**src/rtl/maxpool_ctrl.sv**
```systemverilog
// maxpool_ctrl: sequencer for a running-max pooling accumulator.
// Optional macro MAXPOOL_CTRL_RELU_EN clamps captured results at zero.
`ifndef DW
`define DW 16
`endif

module maxpool_ctrl #(
  parameter int POOL_SIZE = 4
) (
  input  logic                  i_clk,
  input  logic                  i_rst_n,
  input  logic                  i_valid,
  input  logic signed [`DW-1:0] i_data,
  output logic                  o_ready,
  input  logic                  i_flush,
  output logic                  o_clean,
  output logic                  o_read_clean,
  output logic signed [`DW-1:0] o_mp_din,
  input  logic signed [`DW-1:0] i_mp_dout,
  output logic                  o_valid,
  output logic signed [`DW-1:0] o_data,
  input  logic                  i_ready
);

  localparam int DW = `DW;
  localparam int CW = $clog2(POOL_SIZE);
  localparam logic [CW-1:0] LAST = CW'(POOL_SIZE - 1);
  localparam logic signed [DW-1:0] NEG_MAX =
    {1'b1, {(DW-1){1'b0}}};

  logic [CW-1:0]        cnt;
  logic                 pending;
  logic                 accept;
  logic                 first;
  logic                 last;
  logic                 capture;
  logic signed [DW-1:0] cap_val;

  // Ready is gated by reset directly so it is low for the whole reset.
  always_comb begin
    o_ready = i_rst_n && !i_flush &&
              (!pending || !o_valid || i_ready);
    accept  = i_valid && o_ready;
    first   = accept && (cnt == '0);
    last    = accept && (cnt == LAST);
    capture = pending && !i_flush &&
              (!o_valid || i_ready);
  end

  // Idle cycles feed the most negative value so the max is undisturbed.
  always_comb begin
    o_clean      = i_rst_n && (i_flush || first);
    o_read_clean = i_rst_n && i_flush;
    o_mp_din     = accept ? i_data : NEG_MAX;
  end

`ifdef MAXPOOL_CTRL_RELU_EN
  always_comb begin
    cap_val = i_mp_dout[DW-1] ? '0 : i_mp_dout;
  end
`else
  always_comb begin
    cap_val = i_mp_dout;
  end
`endif

  always_ff @(posedge i_clk or negedge i_rst_n) begin
    if (!i_rst_n) begin
      cnt <= '0;
    end else if (i_flush) begin
      cnt <= '0;
    end else if (accept) begin
      cnt <= last ? '0 : cnt + 1'b1;
    end
  end

  always_ff @(posedge i_clk or negedge i_rst_n) begin
    if (!i_rst_n) begin
      pending <= 1'b0;
    end else if (i_flush) begin
      pending <= 1'b0;
    end else if (last) begin
      pending <= 1'b1;
    end else if (capture) begin
      pending <= 1'b0;
    end
  end

  always_ff @(posedge i_clk or negedge i_rst_n) begin
    if (!i_rst_n) begin
      o_valid <= 1'b0;
      o_data  <= '0;
    end else begin
      if (capture) begin
        o_valid <= 1'b1;
        o_data  <= cap_val;
      end else if (i_ready) begin
        o_valid <= 1'b0;
      end
    end
  end

endmodule

```
**config.mk**
```make
export PLATFORM = sky130hd
export DESIGN_NAME = maxpool_ctrl
export DESIGN_NICKNAME = d
export VERILOG_FILES = /design/src/rtl/maxpool_ctrl.sv
export SDC_FILE = /design/constraint.sdc
export NUM_CORES = 1
export LEC_CHECK = 0
export ABC_AREA = 0
export BUFFER_PORTS_ARGS = -buffer_cell sky130_fd_sc_hd__buf_2
export CORE_ASPECT_RATIO = 2
export CORE_UTILIZATION = 40
export DETAILED_ROUTE_END_ITERATION = 10
export MAX_ROUTING_LAYER = met4
export PLACE_DENSITY = 0.78
export SETUP_SLACK_MARGIN = 0.5
export SLEW_MARGIN = 10
export SYNTH_ARGS = -nofsm -noshare
export SYNTH_HDL_FRONTEND = slang
export SYNTH_SLANG_ARGS = --single-unit
```
**constraint.sdc**
```tcl
create_clock -name i_clk -period 2.05 [get_ports i_clk]
set_input_delay 0.5125 -clock i_clk [delete_from_list [all_inputs] [get_ports i_clk]]
set_output_delay 0.5125 -clock i_clk [all_outputs]
set_load 0.01 [all_outputs]
```
==> metrics <==
status=completed; routability cong.=0.688; TritonCTS buffer count=3; Worst VDD drop=558 uV; Initial Utilization=42.0%; CTS Buffer Depth=2; share of layout cells above drive strength 1=78.1%; setup TNS=0 ns; CP max FO=8; GR Overflow Total=0; Die Height=74.5 um; I/O pin count=73; WL final=2590 um; Final setup violation count=0; first-pass GRT wire length=3570 um; YS warnings=0; r2r endpoint=o_data[2]; Area growth, synth to finish=62.4%; die area=2850 um2; DR iter-0 viols=10; antenna cells=0; cell area after synthesis=1050 um2; Least-Margin Pin Slew=0.336 ns; placement row count=26; detailed-route via count=906; Pleak=0.976 nW; core area=2500 um2; HPWL after DPL=1900 um; Syn Inst Count=77; post-synthesis sequential area ratio=47.6%; Slew Viols, Final=0; vias per std cell=4.82; Syn Nets=116; CTS clk-pin slew, worst paths=0.07 ns; RSZ-0062 raised after global routing=yes; Tcrit/Tclk final=97.9%; FMAX=0.498 GHz; CTS root buffer=clkbuf_8; fin crit period=2.01 ns; Final nets=200; H-tree levels=1; CTS tree=built; layout filler cell count=171; Hold Vio Cnt, Final=0; CP Launch Type=input port; endpoint type of the worst setup path=primary output; Rel. slew slack=77.6%; die width=38.2 um; drt wl/cell=13.8 um; vias in the first global route=868; crit path launch=i_flush; Worst Hold Class=input port to async pin; Pwr Total=0.857 mW; end of the critical path=o_mp_din[10]; Crit Path Class=input port to primary output; # DRC=0; R2R Setup Slk=0.52 ns; Pre-antenna DRT Iters=4; worst path required time=1.54 ns; reg2reg start=o_valid; Seq cells post-synth=20; IO buf count=72; largest net degree at the start of global routing=18; Clk Latency, worst-skew pair=0.25 ns; Mean Syn Cell Area=13.6 um2; CTS Hold Bufs=0; Max-cap violations=0; Synth cell types=21; clock skew=0.00148 ns; initial antenna violation count=0; reg2reg path depth=4; # clock sinks=20; global-route usage over all layers=18.6%; pwr dens=502 nW/um2; CP Data Arrival Time=1.49 ns; post-route antenna net violation count=0
[state kept, by name (all words and copies together), names as in the netlist]
name     count
cnt          2
o_data      16
o_valid      1
pending      1
[through the flow]
stage                     hold slack [ns]  cells  area [um2]  setup slack [ns]  util (%)
after CTS                           0.316    184        1600            0.0381      63.7
after detailed placement            0.490    178        1490            0.0378      59.4
final                               0.286    188        1710            0.0430      68.1
after floorplan                     0.217     77        1090             0.318         -
after global routing                0.293    188        1710            0.0237      68.1
after global placement              0.486    178        1490            0.0822      59.4
[layout make-up]
class | count | area (um2) | area share [%]
Clock buffer | 4 | 55.1 | 3.23
Inverter | 3 | 11.3 | 0.660
Multi-Input combinational cell | 51 | 543 | 31.8
Sequential cell | 20 | 500 | 29.3
Tap cell | 28 | 35.0 | 2.05
Timing Repair Buffer | 82 | 562 | 32.9
[power breakdown]
part,switching [mW],leakage [nW],internal (mW),total (mW)
Clock,0.114,0.0288,0.170,0.284
Combinational,0.0599,0.669,0.0986,0.159
Sequential,0.00711,0.277,0.407,0.414
Total,0.181,0.976,0.676,0.857
[per-layer routing]
layer / vias to the layer above / track usage, % / share of wire [%]
li1: 427 / - / -
met1: 416 / 17.8 / 31
met2: 61 / 34.5 / 60
met3: 2 / 2.39 / 8.4
met4: 0 / 8.33 / 0.54
met5: - / - / 0
[cell families (layout without fill, tap and decap cells)]
group	after synthesis	after routing	synth area share [%]
AOI/OAI and AO/OA	8	8	7.62
adders and majority gates	2	2	2.38
buffers and inverters	6	89	4.64
DFF	20	20	47.6
muxes	16	16	20.7
and+or+nand+nor	25	25	17.0
[timing repair]
action | CTS | global route
endpoints found under the setup margin | 19 | 19
setup buffers | 1 | 3
gates cloned | 1 | 1
gates resized for setup | 3 | 12
pin swaps | 0 | 2
[synthesized netlist by cell type, drive strengths merged]
cell type	count	area [um2]
and2	16	100
a21oi	1	5.00
nand2b	4	32.5
o211ai	2	15.0
dfrtp	20	500
o31ai	2	25.0
a21o	1	7.51
nand2	1	3.75
o2bb2ai	1	8.76
inv	3	11.3
nor2	2	23.8
and2b	1	10.0
and3b	1	8.76
ha	2	25.0
buf	3	37.5
mux2	16	218
a21boi	1	18.8
[layout by cell type (no fill, tap or decap), types with 2 or more instances in the layout]
cell / instances
o31ai_2: 2
mux2_2: 6
dfrtp_1: 20
inv_1: 3
buf_4: 7
o211ai_1: 2
mux2_4: 10
buf_12: 2
and2_4: 16
ha_1: 2
buf_2: 62
clkbuf_8: 4
nand2b_1: 3
buf_6: 9
[worst min-delay path by stage]
stage,from,endpoint,slack (ns),cells after the start
finish,i_rst_n,o_data[8],0.29,3
global route,i_rst_n,pending,0.29,3
CTS,i_rst_n,o_data[8],0.32,3
detailed placement,o_data[9],o_data[9],0.49,1
global placement,o_data[2],o_data[2],0.49,1
floorplan,i_rst_n,cnt[0],0.22,0
[worst max-delay path: stages]
cell and delay [ns]:
buf_6 0.09, and3b_2 0.22, a21boi_4 0.25, clkbuf_16 0.19, and2_4 0.14, buf_6 0.09
Power figures use the tool's default switching activity.
